## config.mk

```make
export PLATFORM = sky130hd
export DESIGN_NAME = lfsr_stream_flat
export DESIGN_NICKNAME = d
export VERILOG_FILES = /design/src/rtl/lfsr_stream_if.sv /design/src/rtl/lfsr_stream.sv /design/src/flat_wrapper.sv
export SDC_FILE = /design/constraint.sdc
export NUM_CORES = 1
export LEC_CHECK = 0
export BUFFER_PORTS_ARGS = -buffer_cell sky130_fd_sc_hd__buf_2
export CORE_ASPECT_RATIO = 1.25
export CORE_MARGIN = 5
export CORE_UTILIZATION = 49
export CTS_CLUSTER_DIAMETER = 80
export CTS_CLUSTER_SIZE = 40
export DETAILED_ROUTE_END_ITERATION = 10
export GPL_ROUTABILITY_DRIVEN = 1
export PLACE_DENSITY = 0.75
export SYNTH_ARGS = -nofsm -noshare
export SYNTH_HDL_FRONTEND = slang
export SYNTH_SLANG_ARGS = --single-unit
```

## constraint.sdc

```tcl
create_clock -name clk -period 2.21 [get_ports clk]
set_input_delay 0.221 -clock clk [delete_from_list [all_inputs] [get_ports clk]]
set_output_delay 0.221 -clock clk [all_outputs]
set_load 0.02 [all_outputs]
```

## src/rtl/lfsr_stream_if.sv

```systemverilog
// rtl/lfsr_stream_if.sv - valid/ready stream carrying LFSR words from source to consumer
interface lfsr_stream_if #(
  parameter int LENGTH = 8
);
  logic              out_valid;
  logic              out_ready;
  logic [LENGTH-1:0] data;

  modport master (
    output out_valid,
    output data,
    input  out_ready
  );

  modport slave (
    input  out_valid,
    input  data,
    output out_ready
  );
endinterface

```

## src/rtl/lfsr_stream.sv

```systemverilog
// rtl/lfsr_stream.sv - LFSR word source with runtime Fibonacci/Galois mode, seed load and period tracking
// Register bit i (0 = MSB) and tap-mask bit i live in vector bit LENGTH-1-i, so masks read left to right.
module lfsr_stream #(
  parameter int                LENGTH       = 8,
  parameter logic [LENGTH-1:0] TAPS_FIB     = 8'b01110001,
  parameter logic [LENGTH-1:0] TAPS_GAL     = 8'b01110000,
  parameter logic [LENGTH-1:0] SEED_DEFAULT = {{(LENGTH-1){1'b0}}, 1'b1}
) (
  input  logic              clk,
  input  logic              rst,
  input  logic              i_load,
  input  logic [LENGTH-1:0] i_seed,
  input  logic              i_mode,
  input  logic              i_stop,
  lfsr_stream_if.master     o_stream,
  output logic [LENGTH-1:0] o_count,
  output logic [LENGTH-1:0] o_period,
  output logic              o_wrap,
  output logic              o_lockup
);

  typedef enum logic {
    ST_IDLE = 1'b0,
    ST_RUN  = 1'b1
  } state_t;

  state_t            r_state;
  state_t            w_state_next;

  logic [LENGTH-1:0] r_reg;
  logic [LENGTH-1:0] r_seed;
  logic [LENGTH-1:0] r_count;
  logic [LENGTH-1:0] r_period;
  logic              r_mode;
  logic              r_wrap;
  logic              r_lockup;

  logic              w_advance;
  logic              w_fb;
  logic              w_gal_out;
  logic              w_seed_zero;
  logic              w_next_zero;
  logic              w_hit_seed;
  logic              w_count_full;
  logic [LENGTH-1:0] w_fib_next;
  logic [LENGTH-1:0] w_gal_next;
  logic [LENGTH-1:0] w_next_raw;
  logic [LENGTH-1:0] w_next;
  logic [LENGTH-1:0] w_count_inc;
  logic [LENGTH-1:0] w_load_val;

  always_ff @(posedge clk or posedge rst) begin
    if (rst) begin
      r_state <= ST_IDLE;
    end else begin
      r_state <= w_state_next;
    end
  end

  // Load outranks both stop and an advance in the same cycle.
  always_comb begin
    w_state_next = r_state;
    w_advance    = 1'b0;
    case (r_state)
      ST_IDLE: begin
        if (i_load) begin
          w_state_next = ST_RUN;
        end
      end
      ST_RUN: begin
        w_advance = o_stream.out_ready & ~i_load;
        if (!i_load && i_stop) begin
          w_state_next = ST_IDLE;
        end
      end
      default: begin
        w_state_next = ST_IDLE;
      end
    endcase
  end

  always_comb begin
    w_fb         = ^(r_reg & TAPS_FIB);
    w_fib_next   = {w_fb, r_reg[LENGTH-1:1]};
    w_gal_out    = r_reg[0];
    w_gal_next   = {w_gal_out, r_reg[LENGTH-1:1]}
                 ^ ({1'b0, TAPS_GAL[LENGTH-2:0]} & {LENGTH{w_gal_out}});
    w_next_raw   = r_mode ? w_gal_next : w_fib_next;
    w_next_zero  = (w_next_raw == '0);
    w_next       = w_next_zero ? SEED_DEFAULT : w_next_raw;
    w_hit_seed   = (w_next == r_seed);
    w_count_full = &r_count;
    w_count_inc  = w_count_full ? r_count : r_count + 1'b1;
    w_seed_zero  = (i_seed == '0);
    w_load_val   = w_seed_zero ? SEED_DEFAULT : i_seed;
  end

  // A zero seed would lock the register, so the default seed stands in as both value and wrap target.
  always_ff @(posedge clk or posedge rst) begin
    if (rst) begin
      r_reg    <= SEED_DEFAULT;
      r_seed   <= SEED_DEFAULT;
      r_count  <= '0;
      r_period <= '0;
      r_mode   <= 1'b0;
      r_wrap   <= 1'b0;
      r_lockup <= 1'b0;
    end else begin
      r_wrap <= 1'b0;
      if (i_load) begin
        r_reg   <= w_load_val;
        r_seed  <= w_load_val;
        r_mode  <= i_mode;
        r_count <= '0;
        if (w_seed_zero) begin
          r_lockup <= 1'b1;
        end
      end else if (w_advance) begin
        r_reg <= w_next;
        if (w_next_zero) begin
          r_lockup <= 1'b1;
        end
        if (w_hit_seed) begin
          r_wrap   <= 1'b1;
          r_period <= w_count_inc;
          r_count  <= '0;
        end else begin
          r_count  <= w_count_inc;
        end
      end
    end
  end

  assign o_stream.out_valid = (r_state == ST_RUN);
  assign o_stream.data      = r_reg;
  assign o_count            = r_count;
  assign o_period           = r_period;
  assign o_wrap             = r_wrap;
  assign o_lockup           = r_lockup;

endmodule

```

## src/flat_wrapper.sv

```systemverilog
// flat-port wrapper written by rule: the top's interface ports become plain ports
module lfsr_stream_flat 
#(
  parameter int                LENGTH       = 8,
  parameter logic [LENGTH-1:0] TAPS_FIB     = 8'b01110001,
  parameter logic [LENGTH-1:0] TAPS_GAL     = 8'b01110000,
  parameter logic [LENGTH-1:0] SEED_DEFAULT = {{(LENGTH-1){1'b0}}, 1'b1}
)
  (clk, rst, i_load, i_seed, i_mode, i_stop, o_count, o_period, o_wrap, o_lockup, o_stream_out_valid, o_stream_data, o_stream_out_ready);
  lfsr_stream_if #(.LENGTH(LENGTH)) o_stream_i ();
  input  logic clk;
  input  logic rst;
  input  logic i_load;
  input  logic [LENGTH-1:0] i_seed;
  input  logic i_mode;
  input  logic i_stop;
  output logic [LENGTH-1:0] o_count;
  output logic [LENGTH-1:0] o_period;
  output logic o_wrap;
  output logic o_lockup;
  output wire logic [$bits(o_stream_i.out_valid)-1:0] o_stream_out_valid;
  output wire logic [$bits(o_stream_i.data)-1:0] o_stream_data;
  input wire logic [$bits(o_stream_i.out_ready)-1:0] o_stream_out_ready;
  assign o_stream_out_valid = o_stream_i.out_valid;
  assign o_stream_data = o_stream_i.data;
  assign o_stream_i.out_ready = o_stream_out_ready;
  lfsr_stream #(.LENGTH(LENGTH), .TAPS_FIB(TAPS_FIB), .TAPS_GAL(TAPS_GAL), .SEED_DEFAULT(SEED_DEFAULT)) u_core (.clk(clk), .rst(rst), .i_load(i_load), .i_seed(i_seed), .i_mode(i_mode), .i_stop(i_stop), .o_stream(o_stream_i), .o_count(o_count), .o_period(o_period), .o_wrap(o_wrap), .o_lockup(o_lockup));
endmodule
```

==> results of run 1 <==
path summary, 6_finish.rpt:
kind	depth (start not counted)	slack (ps)	endpoint	startpoint
worst min-delay path	2	160	u_core.r_mode	i_mode
worst max-delay path	6	100	u_core.o_period[0]	u_core.o_stream.data[4]
min in group asynchronous	3	490	u_core.o_stream.out_valid	rst
worst min register to register	1	480	u_core.o_lockup	u_core.o_lockup
max in group asynchronous	4	1090	u_core.o_stream.data[0]	rst
worst max register to register	6	100	u_core.o_period[0]	u_core.o_stream.data[4]
sequential cells by signal, indices dropped and copies added (netlist names):
register / cells
u_core.o_count: 8
u_core.o_period: 8
u_core.o_stream.data: 8
u_core.r_seed: 8
u_core.o_lockup: 1
u_core.o_stream.out_valid: 1
u_core.o_wrap: 1
u_core.r_mode: 1
what timing repair did:
action,in CTS,in global routing
hold buffers,1,0
endpoints found under the setup margin,0,16
gates resized for setup,0,2
hold endpoints to repair,11,0
kinds of logic (layout without fill, tap and decap cells):
logic type               after synthesis  count (layout)  share of synthesized area (%)
AO/OA/AOI/OAI                         45              45                           15.0
buffers and inverters                 24              74                           5.55
flip-flops                            36              36                           47.2
XOR/XNOR                              14              14                           7.84
AND/OR/NAND/NOR                       56              56                           16.7
adder cells (fa/ha/maj)                1               1                          0.653
multiplexers                          13              13                           7.05
final cells by class:
type,count,share of cell area [%]
Tap cell,54,2.90
Inverter,11,1.77
Clock buffer,7,3.28
Clock inverter,1,0.215
Timing Repair Buffer,55,13.5
Multi-Input combinational cell,129,39.3
Sequential cell,36,39.0
worst max-delay path: stages, from the launching register on:
cell	delay, ps
dfrtp_2	410
xnor3_1	400
or3b_1	360
a211oi_1	200
and4bb_1	240
and2_4	230
mux2i_1	200
synthesized netlist by cell type (3+ instances only):
cell type  instances  area (um^2)
nand3_1            4         20.0
a22oi_1            3         22.5
mux2_2             4         45.0
nand4_1            4         25.0
xnor2_1            7         61.3
inv_1             11         41.3
o21bai_1           3         22.5
clkbuf_1          10         37.5
o21ai_0           12         60.1
and3_1             3         18.8
nor2b_1            3         18.8
xor2_1             5         43.8
o31ai_1            8         60.1
mux2i_1            9         90.1
nand2_1           13         48.8
dfrtp_1           34          851
nand3b_1           9         67.6
nor2_1             6         22.5
a21oi_1            9         45.0
nor3_1             3         15.0
cells in the final DEF (no fill, tap or decap), types with 5 or more instances in the layout:
| cell | Yosys | final |
|---|---|---|
| o31ai_1 | 8 | 7 |
| buf_2 | 1 | 40 |
| clkbuf_8 | 0 | 5 |
| nand2_1 | 13 | 13 |
| dfrtp_1 | 34 | 31 |
| o21ai_0 | 12 | 12 |
| buf_4 | 1 | 14 |
| xnor2_1 | 7 | 7 |
| inv_1 | 11 | 11 |
| nand3b_1 | 9 | 9 |
| mux2i_1 | 9 | 9 |
| a21oi_1 | 9 | 9 |
| xor2_1 | 5 | 5 |
| nor2_1 | 6 | 6 |
per-layer routing:
metal	wire length, um	share of wire, %	global-route usage [%]
met1	1830	41	22.8
met2	2260	51	31.2
met3	215	4.8	4.65
met4	149	3.3	9.54
met5	0	0	0
per-stage QoR:
| step | worst slack, ps | instance area, um^2 | setup TNS, ps | hold WS, ps |
|---|---|---|---|---|
| final | 101 | 2330 | 0 | 164 |
| after CTS | 71.4 | 2320 | 0 | 157 |
| after detailed placement | 76.6 | 2230 | 0 | 258 |
| after global routing | -16.4 | 2330 | -30.0 | 170 |
| after global placement | 161 | 2230 | 0 | 260 |
| after floorplan | -40.6 | 1930 | -163 | 344 |
report_power, final:
part | switching, uW | total [uW] | leakage, uW | internal (uW)
combinational | 205 | 371 | 0.000640 | 166
clock | 228 | 449 | 0.0000422 | 221
sequential | 51.9 | 768 | 0.000433 | 717
total | 485 | 1590 | 0.00111 | 1100
==> flow_metrics.py, run 1 <==
metrics = {
    "synthesis": {
        "syn_area_per_cell_um2": 10.1,
        "synth_edf_count": 0,
        "yosysUniqueCellTypes": 44,
        "synthFlopType": "dfrtp_1",
        "synth_area_um2": 1920,
        "synth-seq-cells": 36,
        "synth_warnings": 0,
        "ys_seq_area_share_pct": 47.2,
        "synth_nets": 204,
        "async_flop_share_pct": 100,
        "synth_cells": 189,
    },
    "cts": {
        "clock_sinks": 36,
        "cts_buffer_depth": 2,
        "cts_inserted_buffers": 5,
        "cts_tree": "done",
        "cts.root.buffer_cell": "clkbuf_8",
        "ctsHtreeMaxLevel": 2,
        "clock_latency_ps": 290,
        "path_clk_slew_ps": 70,
        "post_cts_buffers": 0,
    },
    "route": {
        "drc": 0,
        "vias": 1599,
        "drtPass1Iterations": 5,
        "routed_via_density": 5.46,
        "dr.first_iter.drc_count": 143,
        "wl_per_cell_um": 15.2,
        "drt-total-wl_mm": 4.45,
        "postRouteAntennaNets": 0,
    },
    "die": {
        "pin_count": 41,
        "rows": 25,
        "die_area_um2": 5270,
        "die_y_um": 79.9,
        "start_util_pct": 50.6,
        "die_w_um": 65.9,
        "core-area_um2": 3780,
    },
    "finish": {
        "area_delta_synth_final_pct": 21.6,
        "final_util_pct": 61.5,
        "final_nets": 253,
        "fillers": 335,
        "register_area_um2": 907,
        "diodes": 0,
        "drive_gt1_share_pct": 31.0,
        "final_cells": 293,
        "multi_input_area_um2": 916,
    },
    "sta": {
        "setup_viol": 0,
        "fin_crit_ps": 2110,
        "max_freq_ghz": 0.474,
        "hold_viol": 0,
        "slew_headroom_pct": 66.8,
        "worst_pin_slew_ps": 497,
        "drv_slew": 0,
        "rsz0062_at_grt": "yes",
        "min_period_over_period_pct": 95.4,
        "fin_skew_ps": 4.53,
    },
    "grt": {
        "antenna_found_initial": 0,
        "grt_max_degree": 19,
        "grt_usage_pct": 19.0,
        "grt_pass1_wl_mm": 7.58,
        "grt_overflow": 0,
        "grt_pass1_vias": 1612,
    },
    "setup_path": {
        "worstPathRequired_ps": 2430,
        "cp-start-kind": "flop",
        "crit_type": "flop to flop",
        "cp-end-kind": "flop",
        "worstPathMaxFanout": 9,
        "worst-endpoint-arrival_ps": 2320,
    },
    "place": {
        "place_congestion": 0.852,
        "dpl.cell_count": 284,
        "portBuffers": 40,
        "hpwl_mm": 3.35,
    },
    "pwr": {
        "p_leak_uw": 0.00111,
        "p_total_uw": 1590,
        "ir_drop_v": 0.000357,
        "cellPowerDensity_nw_per_um2": 682,
    },
    "min_path": {
        "hold_class": "primary input to flop",
    },
    "flow_run": {
        "maxCapViolations": 0,
    },
    "outcome": {
        "status": "complete, no violations",
    },
}
Note: power is estimated with default switching activity, not from simulation.
==> run 2: changes to the inputs <==
==> constraint.sdc (replaced) <==
create_clock -name clk -period 2.21 [get_ports clk]
set_input_delay 0.3315 -clock clk [delete_from_list [all_inputs] [get_ports clk]]
set_output_delay 0.3315 -clock clk [all_outputs]
set_load 0.02 [all_outputs]
==> run 2 against run 1 <==
Compared with the run above: clock power rose by 26%; wire length rose by 4.4%; combinational power rose by 7.8%; critical path depth did not move; hold slack got worse by 32 ps; via count rose by 0.69%; first-iteration DRC count rose by 6.3%; count of clock-buffer cells in the layout fell by 1; global-route usage rose by 0.096 points.
==> flow_metrics.py, run 2 (same netlist as run 1, synthesis figures left out) <==
metrics = {
    "finish": {
        "drive_gt1_share_pct": 33.9,
        "mostFrequentLayoutCell": "buf_2",
        "final_nets": 256,
        "diodes": 0,
        "final_area_um2": 2390,
        "final_cell_mix": "buf_2 (40), dfrtp_1 (31), buf_4 (16)",
        "fillers": 328,
        "area_delta_synth_final_pct": 24.8,
    },
    "cts": {
        "cts_inserted_buffers": 5,
        "path_clk_slew_ps": 70,
        "cts_tree": "done",
        "ctsHoldBuffers": 0,
        "clock_latency_ps": 290,
        "cts.root.buffer_cell": "clkbuf_8",
        "clock_sinks": 36,
        "cts_buffer_depth": 2,
        "ctsHtreeMaxLevel": 2,
    },
    "route": {
        "wl_per_cell_um": 15.7,
        "drt-total-wl_mm": 4.65,
        "dr.first_iter.drc_count": 152,
        "postRouteAntennaNets": 0,
        "routed_via_density": 5.44,
        "vias": 1610,
        "drtPass1Iterations": 4,
        "drc": 0,
    },
    "sta": {
        "setup_tns_ps": 0,
        "min_period_over_period_pct": 98.2,
        "fin_skew_ps": 4.46,
        "slew_headroom_pct": 69.7,
        "rsz0062_at_grt": "yes",
        "worst_pin_slew_ps": 455,
        "setup_viol": 0,
        "max_freq_ghz": 0.461,
        "hold_viol": 0,
        "fin_crit_ps": 2170,
        "hold_slack_ps": 132,
        "drv_slew": 0,
    },
    "setup_path": {
        "crit_type": "flop to flop",
        "worst-endpoint-arrival_ps": 2380,
        "slowest_stage": "dfrtp_2",
        "worstPathRequired_ps": 2420,
        "cp-start-kind": "flop",
        "cp-end-kind": "flop",
        "worstPathMaxFanout": 5,
        "critPathMaxStageDelay_ps": 420,
        "crit_chain": "xnor3_1 -> or3b_4 -> a211oi_2 -> and4bb_1 -> and2_4 -> mux2i_1",
    },
    "pwr": {
        "p_clk_share_pct": 32.7,
        "pwr-share-seq_pct": 44.2,
        "power.switching_uw": 503,
        "p_leak_uw": 0.00115,
        "cellPowerDensity_nw_per_um2": 725,
        "internal_power_uw": 1230,
        "ir_drop_v": 0.000538,
        "swShare_pct": 29.1,
        "comb_power_share_pct": 23.1,
    },
    "flow_run": {
        "maxCapViolations": 0,
    },
    "die": {
        "core-area_um2": 3780,
        "pin_count": 41,
        "start_util_pct": 50.6,
        "die_w_um": 65.9,
        "rows": 25,
        "die_area_um2": 5270,
        "die_y_um": 79.9,
    },
    "min_path": {
        "hold_class": "primary input to asynchronous set/reset pin",
    },
    "place": {
        "portBuffers": 40,
        "hpwl_mm": 3.27,
        "place_congestion": 0.797,
        "dpl_cell_area_um2": 2220,
    },
    "grt": {
        "grt_pass1_wl_mm": 7.66,
        "grt_max_degree": 37,
        "grt_pass1_vias": 1602,
        "antenna_found_initial": 0,
        "grt_overflow": 0,
        "grt_usage_pct": 19.1,
    },
    "outcome": {
        "status": "complete, no violations",
    },
}
==> run 2: path summary, 6_finish.rpt <==
kind | startpoint | end | slack (ps) | depth (start not counted)
min | rst | u_core.o_stream.data[3] | 130 | 3
max | u_core.o_stream.data[5] | u_core.o_period[6] | 40 | 6
max in group asynchronous | rst | u_core.o_stream.data[0] | 1730 | 3
min in group clk | i_seed[1] | u_core.o_stream.data[1] | 280 | 3
max reg2reg | u_core.o_stream.data[5] | u_core.o_period[6] | 40 | 6
min reg2reg | u_core.o_lockup | u_core.o_lockup | 470 | 1
==> run 2: per-stage QoR <==
step	total power, uW	worst slack [ps]	utilization, %	instances
2_1_floorplan	1030	-40.6	-	189
3_3_place_gp	1140	150	58.6	283
3_5_place_dp	1150	107	58.6	283
4_1_cts	1720	38.8	61.5	291
5_1_grt	1830	-48.6	63.1	296
6_report	1730	39.9	63.1	296
==> run 2: power by group through the flow <==
stage | Sequential [uW] | Clock [uW] | Combinational, uW
2_1_floorplan | 812 | 0 | 217
3_3_place_gp | 778 | 0 | 363
3_5_place_dp | 780 | 0 | 367
4_1_cts | 768 | 577 | 372
5_1_grt | 774 | 616 | 439
6_report | 766 | 566 | 400
==> run 2: cell type report <==
type / instances / area, um^2 / share of cell area [%]
inverter: 11 / 41.3 / 1.73
clock inverter: 2 / 35.0 / 1.47
tap: 54 / 67.6 / 2.83
timing repair buffer: 57 / 332 / 13.9
multi-input combinational: 130 / 935 / 39.1
clock buffer: 6 / 72.6 / 3.04
sequential: 36 / 907 / 38.0
==> run 2: layer usage <==
layer  track usage (%)  vias to the layer above  share of wire, %
met3              4.79                       10               4.6
met2              32.1                       44                51
met1              23.0                      777                42
met5                 0                        -                 0
li1                  -                      779                 -
met4              7.68                        0               2.4
==> run 2: what timing repair did <==
action / in CTS / in global routing
endpoints found under the setup margin: 0 / 11
gates resized for setup: 0 / 6
endpoints found under the hold margin: 0 / 0
setup buffers: 0 / 4
==> run 2: worst max-delay path, delay by kind of cell (launching register included) <==
family | cells | cell delay, ps
mux | 1 | 190
simple gates | 3 | 900
xor+xnor | 1 | 420
compound gates | 1 | 170
flops | 1 | 420
==> run 3: changes to the inputs <==
- CORE_MARGIN: 5 -> default
==> run 3 against run 2 <==
Compared with the run above: the run now ends with design-rule violations left; non-clock buffer count shrank 6; sequential power is essentially flat; final cell count shrank 6.8%; hold slack lost 2.9 ps; maximum frequency grew 2.9%; setup slack gained 62 ps; sequential share of layout area grew 1.4 points; first-iteration DRC count shrank 47%.
==> flow_metrics.py, run 3 (same netlist as run 1, synthesis figures left out) <==
metrics = {
    "route": {
        "postRouteAntennaNets": 0,
        "wl_per_cell_um": 15.4,
        "dr.first_iter.drc_count": 80,
        "drc": 4,
        "routed_via_density": 5.70,
        "vias": 1572,
        "drtPass1Iterations": 9,
        "drt-total-wl_mm": 4.24,
    },
    "sta": {
        "min_period_over_period_pct": 95.4,
        "hold_viol": 0,
        "fin_crit_ps": 2110,
        "slew_headroom_pct": 68.1,
        "setup_viol": 0,
        "rsz0062_at_grt": "yes",
        "max_freq_ghz": 0.474,
        "worst_slack_ps": 102,
        "drv_slew": 0,
        "setup_tns_ps": 0,
        "fin_skew_ps": 2.98,
        "worst_pin_slew_ps": 473,
    },
    "outcome": {
        "violations": "design-rule violations",
        "status": "complete, but fails checks",
    },
    "setup_path": {
        "r2r_slack_ps": 100,
        "crit_path_start": "u_core.o_stream.data[4]",
        "critPathCapture": "u_core.o_period[1]",
        "worstPathRequired_ps": 2430,
        "crit_type": "flop to flop",
        "crit_chain": "xnor3_1 -> or3b_1 -> a211oi_2 -> and4bb_1 -> buf_4 -> a21oi_1 -> a21oi_1",
        "timing.rr.end": "u_core.o_period[1]",
        "rr_startpoint": "u_core.o_stream.data[4]",
        "critPathMostFrequentCell": "a21oi_1",
        "cp-end-kind": "flop",
        "cp-start-kind": "flop",
        "ff2ff_path_depth": 7,
        "slowest_stage": "dfrtp_2",
        "critPathMaxStageDelay_ps": 410,
        "worstPathMaxFanout": 12,
        "worst-endpoint-arrival_ps": 2330,
    },
    "pwr": {
        "p_clk_share_pct": 31.3,
        "cellPowerDensity_nw_per_um2": 716,
        "pwr-share-seq_pct": 46.5,
        "power.switching_uw": 487,
        "swShare_pct": 29.5,
        "internal_power_uw": 1160,
        "p_leak_uw": 0.00111,
        "comb_power_share_pct": 22.2,
        "ir_drop_v": 0.000464,
    },
    "die": {
        "start_util_pct": 51.0,
        "die_y_um": 71.9,
        "rows": 25,
        "die_w_um": 57.9,
        "core-area_um2": 3750,
        "pin_count": 41,
        "die_area_um2": 4170,
    },
    "cts": {
        "cts_inserted_buffers": 5,
        "cts.root.buffer_cell": "clkbuf_8",
        "clock_sinks": 36,
        "cts_tree": "done",
        "ctsHtreeMaxLevel": 2,
        "ctsHoldBuffers": 0,
        "cts_buffer_depth": 2,
        "path_clk_slew_ps": 70,
        "post_cts_buffers": 0,
        "clock_latency_ps": 290,
    },
    "grt": {
        "grt_overflow": 0,
        "grt_pass1_wl_mm": 6.98,
        "grt_max_degree": 37,
        "grt_pass1_vias": 1491,
        "antenna_found_initial": 0,
        "grt_usage_pct": 22.5,
    },
    "finish": {
        "diodes": 0,
        "mostFrequentLayoutCell": "buf_2",
        "area_delta_synth_final_pct": 20.3,
        "final_nets": 250,
        "drive_gt1_share_pct": 30.9,
        "final_area_um2": 2300,
        "final_cell_mix": "buf_2 (40), dfrtp_1 (31), nand2_1 (13)",
    },
    "place": {
        "hpwl_mm": 2.98,
        "portBuffers": 40,
        "place_congestion": 0.881,
        "pre_cts_ws_ps": 99.4,
        "dpl_cell_area_um2": 2190,
    },
    "flow_run": {
        "maxCapViolations": 0,
    },
    "min_path": {
        "hold_class": "primary input to asynchronous set/reset pin",
    },
}
[run 3: cell types whose count changed in the layout (fill, tap and decap cells not counted), sizes merged]
cell and change:
bufinv -1, buf -6, clkbuf +2, clkinv -1
[run 3: power by group through the flow]
| stage | sequential, uW | combinational, uW | clock (uW) |
|---|---|---|---|
| after floorplan | 812 | 217 | 0 |
| after global placement | 778 | 357 | 0 |
| after detailed placement | 781 | 361 | 0 |
| after CTS | 768 | 364 | 533 |
| after global routing | 776 | 401 | 561 |
| final | 768 | 367 | 516 |
[run 3: timing repair]
action,in CTS,in global routing
gates resized for setup,0,2
hold endpoints to repair,0,0
endpoints found under the setup margin,0,15
[run 3: per-layer routing]
layer	track usage (%)	up-vias	share of wire [%]
met5	0	-	0
met4	8.99	0	1.6
met1	28.2	753	44
met2	37.4	43	50
met3	5.35	6	4.1
li1	-	770	-
[run 3: worst min path at each step]
stage	start	to	slack, ps
after detailed placement	rst	u_core.o_stream.out_valid	460
after global routing	rst	u_core.o_stream.data[2]	200
after floorplan	i_seed[4]	u_core.o_stream.data[4]	450
after global placement	rst	u_core.o_count[2]	460
after CTS	rst	u_core.o_stream.out_valid	130
final	rst	u_core.o_count[3]	130
[run 3: critical path: cells and delay by family (launching register included)]
family / cells / cell delay, ps
buf+inv: 1 / 200
flops: 1 / 410
compound gates: 3 / 380
xor+xnor: 1 / 400
simple gates: 2 / 640
[run 3: cell type report]
class | instances | area [um^2]
flip-flops and latches | 36 | 907
fillers | 330 | 1450
multi-input cells | 130 | 923
clock buffers | 8 | 100
inverters | 11 | 41.3
well taps | 40 | 50.0
repair buffers | 51 | 283
[run 3: per-stage QoR]
step                      instances  utilization (%)  power, uW  hold slack [ps]
after floorplan                 189                -       1030              454
after global placement          267             58.3       1130              456
after detailed placement        267             58.3       1140              458
after CTS                       275             60.9       1670              135
after global routing            276             61.4       1740              204
final                           276             61.4       1650              130
